$ cat config.mk
export PLATFORM = sky130hd
export DESIGN_NAME = l3l4cs_ipv4_csum_gen
export DESIGN_NICKNAME = d
export VERILOG_FILES = /design/src/rtl/l3l4cs_gen_pkg.sv /design/src/rtl/l3l4cs_csum16_acc.sv /design/src/rtl/l3l4cs_ipv4_csum_gen.sv
export SDC_FILE = /design/constraint.sdc
export NUM_CORES = 1
export LEC_CHECK = 0
export CORE_MARGIN = 3
export CORE_UTILIZATION = 35
export CTS_CLUSTER_DIAMETER = 60
export DETAILED_ROUTE_END_ITERATION = 12
export DONT_BUFFER_PORTS = 1
export PLACE_DENSITY = 0.54
export SETUP_SLACK_MARGIN = 0.3
export SYNTH_ARGS = -nofsm -noshare
export SYNTH_HDL_FRONTEND = slang
export SYNTH_SLANG_ARGS = --single-unit
$ cat constraint.sdc
create_clock -name clk -period 7.5 [get_ports clk]
set_input_delay 1.125 -clock clk [delete_from_list [all_inputs] [get_ports clk]]
set_output_delay 1.125 -clock clk [all_outputs]
set_load 0.005 [all_outputs]
$ cat src/rtl/l3l4cs_gen_pkg.sv
// l3l4cs_gen_pkg: shared types and constants for the l3l4cs transmit checksum generator
package l3l4cs_gen_pkg;
  typedef enum logic [2:0] {IDLE, HDR, FOLD, EMIT, PAY} state_t;
  localparam logic [3:0] IPV4_VER = 4'd4;
  localparam logic [3:0] IHL_MIN = 4'd5;
  localparam logic [3:0] CSUM_WORD_IDX = 4'd2;
  typedef struct packed {
    logic [15:0] csum;
    logic        hdr_len_err;
    logic        ver_err;
    logic        len_err;
  } status_t;
endpackage

$ cat src/rtl/l3l4cs_csum16_acc.sv
// l3l4cs_csum16_acc: ones'-complement accumulator of 16-bit halves with two-stage fold and invert
module l3l4cs_csum16_acc (
  input  logic        clk,
  input  logic        reset,
  input  logic        clr,
  input  logic        add,
  input  logic [15:0] a,
  input  logic [15:0] b,
  output logic [20:0] acc,
  output logic [15:0] csum
);
  logic [16:0] f1;
  logic [15:0] f2;
  always_ff @(posedge clk) begin
    if (reset) acc <= '0;
    else if (clr || add) acc <= (clr ? 21'd0 : acc) + (add ? {5'd0, a} + {5'd0, b} : 21'd0);
  end
  // 21 bits hold 30 halves; after the first fold the carry is at most one bit
  always_comb begin
    f1 = {1'b0, acc[15:0]} + {12'd0, acc[20:16]};
    f2 = f1[15:0] + {15'd0, f1[16]};
    csum = ~f2;
  end
endmodule

$ cat src/rtl/l3l4cs_ipv4_csum_gen.sv
// l3l4cs_ipv4_csum_gen: buffers the IPv4 header, inserts its RFC 1071 checksum and forwards the packet.
// Optional total-length check enabled by L3L4CS_GEN_TOTLEN_CHK_EN.
module l3l4cs_ipv4_csum_gen
  import l3l4cs_gen_pkg::*;
#(
  parameter int HDR_DEPTH = 15,
  parameter int DATA_WD = 32
) (
  input  logic               clk,
  input  logic               reset,
  input  logic               s_valid,
  output logic               s_ready,
  input  logic [DATA_WD-1:0] s_data,
  input  logic [3:0]         s_keep,
  input  logic               s_last,
  output logic               m_valid,
  input  logic               m_ready,
  output logic [DATA_WD-1:0] m_data,
  output logic [3:0]         m_keep,
  output logic               m_last,
  output logic               cs_valid_o,
  output logic [15:0]        l3_csum_o,
  output logic               hdr_len_error_o,
  output logic               version_error_o,
  output logic               length_error_o
);
  state_t state, nxt;
  logic [DATA_WD-1:0] hbuf [HDR_DEPTH];
  logic [3:0] cnt, rd, ihl_eff, last_idx, last_keep, widx;
  logic ended, trunc, ver_err, ihl_err, len_err, modify;
  logic s_hs, m_hs, done, hdr_end, emit_last, buf_wr;
  logic [20:0] acc;
  logic [15:0] csum, csum_r;
  status_t st;
  assign s_hs = s_valid && s_ready;
  assign m_hs = m_valid && m_ready;
  assign done = m_hs && m_last;
  assign buf_wr = s_hs && (state == IDLE || state == HDR);
  assign widx = (state == IDLE) ? 4'd0 : cnt;
  assign hdr_end = s_hs && (state == IDLE ? s_last : state == HDR && (s_last || cnt == ihl_eff - 4'd1));
  assign emit_last = ended && rd == last_idx;
  assign modify = !(ver_err || ihl_err || trunc);
  l3l4cs_csum16_acc u_acc (
    .clk(clk),
    .reset(reset),
    .clr(state == IDLE && s_hs),
    .add(buf_wr),
    .a(s_data[31:16]),
    .b((state == HDR && cnt == CSUM_WORD_IDX) ? 16'd0 : s_data[15:0]),
    .acc(acc),
    .csum(csum)
  );
  always_comb begin
    nxt = state;
    case (state)
      IDLE: nxt = s_hs ? (s_last ? FOLD : HDR) : IDLE;
      HDR: nxt = hdr_end ? FOLD : HDR;
      FOLD: nxt = EMIT;
      EMIT: nxt = (m_hs && rd == last_idx) ? (ended ? IDLE : PAY) : EMIT;
      PAY: nxt = done ? IDLE : PAY;
      default: nxt = IDLE;
    endcase
  end
  always_comb begin
    s_ready = (state == IDLE || state == HDR) ? 1'b1 : state == PAY ? m_ready : 1'b0;
    m_valid = state == EMIT ? 1'b1 : state == PAY ? s_valid : 1'b0;
    m_data = state == EMIT ? ((rd == CSUM_WORD_IDX && modify) ? {hbuf[rd][31:16], csum_r} : hbuf[rd])
           : state == PAY ? s_data : '0;
    m_keep = state == EMIT ? (emit_last ? last_keep : 4'hF) : state == PAY ? s_keep : 4'h0;
    m_last = state == EMIT ? emit_last : state == PAY ? s_last : 1'b0;
  end
  always_ff @(posedge clk) if (buf_wr) hbuf[widx] <= s_data;
  always_ff @(posedge clk) begin
    if (reset) begin
      state <= IDLE;
      cnt <= '0;
      rd <= '0;
      ihl_eff <= IHL_MIN;
      last_idx <= '0;
      last_keep <= '0;
      ended <= 1'b0;
      trunc <= 1'b0;
      ver_err <= 1'b0;
      ihl_err <= 1'b0;
      csum_r <= '0;
      st <= '0;
      cs_valid_o <= 1'b0;
    end else begin
      state <= nxt;
      cs_valid_o <= done;
      if (buf_wr) cnt <= widx + 4'd1;
      if (state == IDLE && s_hs) begin
        ihl_eff <= (s_data[27:24] < IHL_MIN) ? IHL_MIN : s_data[27:24];
        ihl_err <= s_data[27:24] < IHL_MIN;
        ver_err <= s_data[31:28] != IPV4_VER;
        ended <= 1'b0;
        trunc <= 1'b0;
      end
      // s_last before the final header word means a truncated header
      if (hdr_end) begin
        ended <= s_last;
        trunc <= s_last && !(state == HDR && cnt == ihl_eff - 4'd1);
        last_idx <= widx;
        last_keep <= s_keep;
      end
      if (state == FOLD) begin
        csum_r <= modify ? csum : 16'd0;
        rd <= '0;
      end
      if (state == EMIT && m_hs) rd <= rd + 4'd1;
      if (done) st <= '{csum: csum_r, hdr_len_err: ihl_err || trunc, ver_err: ver_err, len_err: len_err};
    end
  end
`ifdef L3L4CS_GEN_TOTLEN_CHK_EN
  logic [15:0] nbytes, totlen, pop;
  assign pop = 16'($countones(s_keep));
  always_ff @(posedge clk) begin
    if (reset) begin
      nbytes <= '0;
      totlen <= '0;
      len_err <= 1'b0;
    end else if (s_hs) begin
      nbytes <= (state == IDLE ? 16'd0 : nbytes) + pop;
      if (state == IDLE) totlen <= s_data[15:0];
      if (s_last) len_err <= ((state == IDLE ? 16'd0 : nbytes) + pop) != (state == IDLE ? s_data[15:0] : totlen);
    end
  end
`else
  assign len_err = 1'b0;
`endif
  assign l3_csum_o = st.csum;
  assign hdr_len_error_o = st.hdr_len_err;
  assign version_error_o = st.ver_err;
  assign length_error_o = st.len_err;
endmodule
# Word level (Yosys, flattened, before mapping)
# Memories as Yosys holds them, arrays and structs flattened. A register that Yosys moved wholly into a read port is not among the register bits.
# Cells that the tools add are included.
# W data, S select, Z words.
dict set report op_classes {
  n_addsub 7
  magnitude_cmp 1
  bitwise_logic 1
  shifts 0
  mul 0
  n_reduce_logical 25
  muxes 35
  n_div 0
  n_eq_ne 9
}
# operator n
set op_table {}
lappend op_table {{$mux W32} 2}
lappend op_table {{$mux W16} 3}
lappend op_table {{$mux W21} 2}
lappend op_table {{$mux W4} 9}
lappend op_table {{$add A21 B21 Y21} 1}
lappend op_table {{$add A16 B16 Y17} 1}
lappend op_table {{$add A16 B5 Y17} 1}
lappend op_table {{$add A16 B1 Y16} 1}
lappend op_table {{$not A16 Y16} 1}
lappend op_table {{$pmux W3 S5} 1}
lappend op_table {{$logic_and A1 B1 Y1} 14}
lappend op_table {{$mux W1} 12}
lappend op_table {{$mux W3} 3}
lappend op_table {{$add A4 B1 Y4 const B} 2}
lappend op_table {{$eq A4 B2 Y1 const B} 2}
lappend op_table {{$eq A4 B4 Y1} 2}
lappend op_table {{$eq A3 B2 Y1 const B} 2}
lappend op_table {{$logic_or A1 B1 Y1} 6}
lappend op_table {{$mux W2} 3}
lappend op_table {{$lt A4 B3 Y1 const B} 1}
lappend op_table {{$ne A4 B3 Y1 const B} 1}
lappend op_table {{$reduce_bool A2 Y1} 2}
lappend op_table {{$sub A4 B1 Y4 const B} 1}
lappend op_table {{$eq A3 B1 Y1 const B} 1}
lappend op_table {{3 further kinds} 4}
dict set report totals {
  ramBits 480
  ff_bits 83
  n_memories 1
  latch_bits 0
  out_inout_bits 59
  wordCells 95
  romBits 0
}
# memory words word_bits rd rd_ports_with_merged_regs wr line
set mem_list {}
lappend mem_list {hbuf 15 32 1 1 1 l3l4cs_ipv4_csum_gen.sv:28} ;# logic [DATA_WD-1:0] hbuf [HDR_DEPTH];

# Logic depth before layout (Yosys ltp)
dict set report depth {
  depth_word 8
  ltp_mapped 23
}

# Cells and area by module
# A second synthesis with hierarchy kept.
dict set report unflattened {
  cells_unflattened 1691
  area_unflattened_um2 25273.0
}
# mod instances cells_each area_per_inst_um2
set modules_own_cells {}
lappend modules_own_cells {l3l4cs_ipv4_csum_gen 1 1220 21680.8}
lappend modules_own_cells {l3l4cs_csum16_acc 1 471 3592.2}

# Least setup slack after synthesis
# Ideal clock, no wire load.
dict set report synth_path {
  kind {register -> register}
  from {register state[0]}
  to {register u_acc.acc[19]}
  required_ns 7.386
  setup_slack_ns 2.903
  arrival_ns 4.483
  stages_incl_launch_ff 22
  path_cell_list {dfxtp_1 -> clkbuf_1 -> clkinv_1 -> nor3_1 -> nand2_1 -> clkbuf_1 -> and2_1 -> ha_1 -> a21o_1 -> a21o_1 -> a21oi_1 -> a31oi_1 -> nor2_1 -> xor2_1 -> nor2_1 -> ha_1 -> and2_1 -> a31oi_1 -> or3b_2 -> o21ai_0 -> xor2_1 -> nor2_1}
}
dict set report synth_between {
  elab_chain_len 7
  elab_cells_between_ends 16
  classes_between {add/sub (2); eq/ne (2); mux (5); reduce/logical (7)}
}
# element line
set synth_rtl {}
lappend synth_rtl {{start, declared} l3l4cs_ipv4_csum_gen.sv:27} ;# state_t state, nxt;
lappend synth_rtl {{start signal, assigned} l3l4cs_ipv4_csum_gen.sv:89} ;# state <= nxt;
lappend synth_rtl {{parallel branches: the longest is 7 deep, another holds $add A21 B21 Y21} --}
lappend synth_rtl {{end signal, assigned} l3l4cs_csum16_acc.sv:16} ;# else if (clr || add) acc <= (clr ? 21'd0 : acc) + (add ? {5'd0, a} + {5'd0, b} : 21'd0);
lappend synth_rtl {{end, declared} l3l4cs_csum16_acc.sv:9} ;# output logic [20:0] acc,
# Parallel ways; which one is timed is not known.
# A chain may end at the register's enable or synchronous reset.

# Final worst setup path
# Same ends and word-level chain as after synthesis.

==> metrics <==
result of the run completed; maximum VDD drop 201.2 µV; first drt pass iteration count 5; input/output buffers 0; instance count of the mapped netlist 1628; Most Crowded Layer GR met2; Setup Total Neg Slack 0 ps; RSZ-0062 raised after global routing no; Critical Path Source state[0]$_SDFF_PP0_; worst reg2reg startpoint state[0]$_SDFF_PP0_; count of cells along the worst hold path 2; warning count from the yosys run 0; CP arrival 6120 ps; number of levels in the clock H-tree 2; cell at the slowest stage of the critical path sky130_fd_sc_hd__a2111oi_0; Final WS setup 1877 ps; overall fraction of global-route tracks in use 17.69%; multiplexer share of the synthesized area 14.31%; flip-flop and latch count after synthesis 567; post-CTS setup buffer count 0; critical path start-end classification register to register; insertion delay of the later-clocked pin in the worst-skew pair 620 ps; overall die width 272.3 µm; instance count after placement with tap cells included 2506; post-synthesis instance area 0.02483 mm²; required time at the endpoint of the critical path 7990 ps; relative slew slack 21.75%; overall overflow remaining after global route 0; Min-Delay Endpoint last_keep[0]$_SDFFE_PP0P_; crit path launch type register; slew at the pin closest to its max-slew limit 1174 ps; Final min period 5623 ps; length in cells of the worst reg-to-reg path 22; number of enable flip-flop cells after synthesis 480; count of final setup violators 0; first-pass GRT wire length 97060 µm; drt via density 5.451; number of standard cells in the layout, taps in and fillers out 2612; row cnt 97; final antenna-violating net count 0; average wire per cell in the routed design 25.26 µm; CTS tree done; height of the die 272.3 µm; max incr delay on CP 770 ps; clk_skew 19.24 ps; share of the synthesized netlist area taken by xor and xnor gates 1.830%; CTS Buf Count 59; number of hold buffers added after CTS 0; syn avg cell area 15.25 µm²; clock slew seen by the registers of the worst setup and hold paths 60 ps; layout cells sized above 1 16.70%; Post-CTS Resized 0; startpoint of the tightest hold check path last_keep[0]$_SDFFE_PP0P_; synthesized-area fraction occupied by ao, oa, aoi and oai cells 6.436%; post-synthesis cell type count 74; count of boundary I/O pins 100; root buf cell sky130_fd_sc_hd__clkbuf_16; hpwl dp 37970 µm; net count of the mapped netlist 1719; met3 track demand over resource in global routing 3.206%; total clock sinks 567; Synth async-reset ratio 0%; FF-to-FF setup slack 1880 ps; Bufs on Longest Clock Path 3; Adder-Cell Fraction of Synth Area 2.611%; 1st-iter DRT viols 1200; routed vias 14239; area growth from synthesis to layout 11.84%; Final #Nets 1718; upper clock frequency limit 177.8 MHz; overall routed net length 65980 µm; prevailing post-synth register cell sky130_fd_sc_hd__edfxtp_1; combinational family with the most area after synthesis multiplexers; register area share after synthesis 65.08%; terminus of the critical flop-to-flop path u_acc.acc[19]$_SDFFE_PP0P_; number of antenna violations at the first check in global routing 1; Hold Crit Class register to register; highest net fanout along the worst path 16; Power Density 244.5 mW/mm²; leakage power 8.978 nW; final count of hold timing violations 0; post-place setup slack 2051 ps; routability congestion estimate from global placement 0.8427; final worst-path cycle share 74.98%; area enclosed by the die boundary 0.07416 mm²; met2 usage 29.72%; DRC violations left 0; number of global-route vias before repair 14415; synthesized-area fraction occupied by and/or/nand/nor cells 7.943%; pin count of the biggest net entering global routing 161; core footprint 0.07015 mm²; Initial Utilization 35.39%; cell breakdown of the critical path clkinv_1 -> nor3_1 -> nand2_1 -> and2_1 -> ha_1 -> inv_1 -> fa_1 -> nor2b_1 -> o21a_1 -> o21ai_1 -> a21boi_0 -> a21oi_1 -> xor2_1 -> nor2_1 -> ha_1 -> nand2_1 -> nor4_1 -> a21oi_1 -> a2111oi_0 -> o21ai_0 -> xor2_1 -> nor2_1; Critical Path Sink Type register; max cap viols 0; grt met1 use 23.62%; final slew viol count 0; smallest hold slack 451.2 ps
-- layer usage --
layer / wire length, µm / share of wire [%]
met1: 28340 / 43
met2: 32240 / 49
met3: 3878 / 5.9
met4: 1519 / 2.3
met5: 0 / 0
-- through the flow --
step	cell area (µm²)	util, %	total power, mW
after global routing	27760	39.58	7.021
after detailed placement	25910	36.93	4.007
after CTS	27760	39.58	6.853
after floorplan	24830	-	3.879
after global placement	25910	36.93	4.003
final	27770	39.58	6.788
-- worst max-delay path, delay by kind of cell, from the launching register on --
family          cells  cell delay, ps
fa+ha+maj           3             760
buf+inv             2             280
flops               1             330
simple gates        8            1770
xor+xnor            2             330
compound gates      7            2010
-- cells by family (layout without fill, tap and decap cells) --
| kind of cell | after synthesis | count (layout) |
|---|---|---|
| flip-flops | 567 | 567 |
| AND/OR/NAND/NOR | 408 | 408 |
| AO/OA/AOI/OAI | 245 | 245 |
| multiplexers | 195 | 195 |
| buffers and inverters | 111 | 154 |
| XOR/XNOR | 51 | 51 |
| adder cells (fa/ha/maj) | 50 | 50 |
| other | 1 | 2 |
-- synth_stat cells (4+ instances only) --
cell type	count	area, µm²
sky130_fd_sc_hd__o21ai_0	84	420.4
sky130_fd_sc_hd__o21ai_1	5	25.02
sky130_fd_sc_hd__a21oi_1	60	300.3
sky130_fd_sc_hd__mux4_2	128	2883
sky130_fd_sc_hd__a21o_1	6	45.04
sky130_fd_sc_hd__or3_1	10	62.56
sky130_fd_sc_hd__o21a_1	5	37.54
sky130_fd_sc_hd__ha_1	47	588.1
sky130_fd_sc_hd__nand4_1	7	43.79
sky130_fd_sc_hd__nor3b_1	9	67.56
sky130_fd_sc_hd__and3_1	19	118.9
sky130_fd_sc_hd__a31oi_1	7	43.79
sky130_fd_sc_hd__nand2b_1	12	75.07
sky130_fd_sc_hd__nor4_1	6	37.54
sky130_fd_sc_hd__and2_1	41	256.5
sky130_fd_sc_hd__a211oi_1	8	60.06
sky130_fd_sc_hd__edfxtp_1	480	14410
sky130_fd_sc_hd__nor2b_1	8	50.05
sky130_fd_sc_hd__dfxtp_1	87	1742
sky130_fd_sc_hd__buf_1	10	37.54
sky130_fd_sc_hd__inv_1	21	78.83
sky130_fd_sc_hd__nor3_1	23	115.1
sky130_fd_sc_hd__xnor2_1	24	210.2
sky130_fd_sc_hd__clkbuf_1	61	229.0
sky130_fd_sc_hd__a22oi_1	8	60.06
sky130_fd_sc_hd__a32o_1	16	160.2
sky130_fd_sc_hd__nor2_1	88	330.3
sky130_fd_sc_hd__buf_2	16	80.08
sky130_fd_sc_hd__o211ai_1	4	30.03
sky130_fd_sc_hd__xor2_1	26	227.7
sky130_fd_sc_hd__mux2i_1	67	670.6
sky130_fd_sc_hd__nand3_1	29	145.1
sky130_fd_sc_hd__o31ai_1	5	37.54
sky130_fd_sc_hd__nand2_1	139	521.8
-- placed cells by master (no fill, tap or decap), types with 29 or more instances in the layout --
cell type and count:
sky130_fd_sc_hd__a21oi_1 60, sky130_fd_sc_hd__and2_1 37, sky130_fd_sc_hd__clkbuf_16 59, sky130_fd_sc_hd__dfxtp_1 83, sky130_fd_sc_hd__edfxtp_1 480, sky130_fd_sc_hd__ha_1 47
sky130_fd_sc_hd__mux2i_1 67, sky130_fd_sc_hd__mux4_2 128, sky130_fd_sc_hd__nand2_1 139, sky130_fd_sc_hd__nand3_1 29, sky130_fd_sc_hd__nor2_1 88, sky130_fd_sc_hd__o21ai_0 84
-- flip-flops by register name, summed over array words and instances (netlist names), named ones only --
register,flops
cnt,4
rd,4
l3_csum_o,16
hbuf,480
last_keep,4
ended,1
trunc,1
u_acc.acc,21
hdr_len_error_o,1
ver_err,1
state,3
ihl_eff,4
last_idx,4
csum_r,16
ihl_err,1
version_error_o,1
cs_valid_o,1
-- power breakdown --
part | internal, mW | switching (mW) | leakage, nW | total (mW)
Combinational | 0.168 | 0.254 | 3.02 | 0.422
Sequential | 3.47 | 0.0479 | 5.04 | 3.52
Clock | 1.64 | 1.21 | 0.916 | 2.85
-- cell type report --
type                       instances  area [µm²]
clock inverter                    29       296.5
antenna                            1       2.502
inverter                          23       86.33
timing repair buffer              26       220.2
tap                              940        1176
clock buffer                      76        1560
multi-input combinational        950        8258
fill                            6465       42380
sequential                       567       16170
-- how the worst max path moves through the flow --
stage | to | slack, ps | cells after the start
3_3_place_gp | u_acc.acc[19]$_SDFFE_PP0P_ | 2150 | 22
5_1_grt | u_acc.acc[19]$_SDFFE_PP0P_ | 1380 | 22
4_1_cts | u_acc.acc[19]$_SDFFE_PP0P_ | 2000 | 22
3_5_place_dp | u_acc.acc[19]$_SDFFE_PP0P_ | 2050 | 22
2_1_floorplan | u_acc.acc[19]$_SDFFE_PP0P_ | 2900 | 21
6_report | u_acc.acc[19]$_SDFFE_PP0P_ | 1880 | 22
Power figures use the tool's default switching activity.
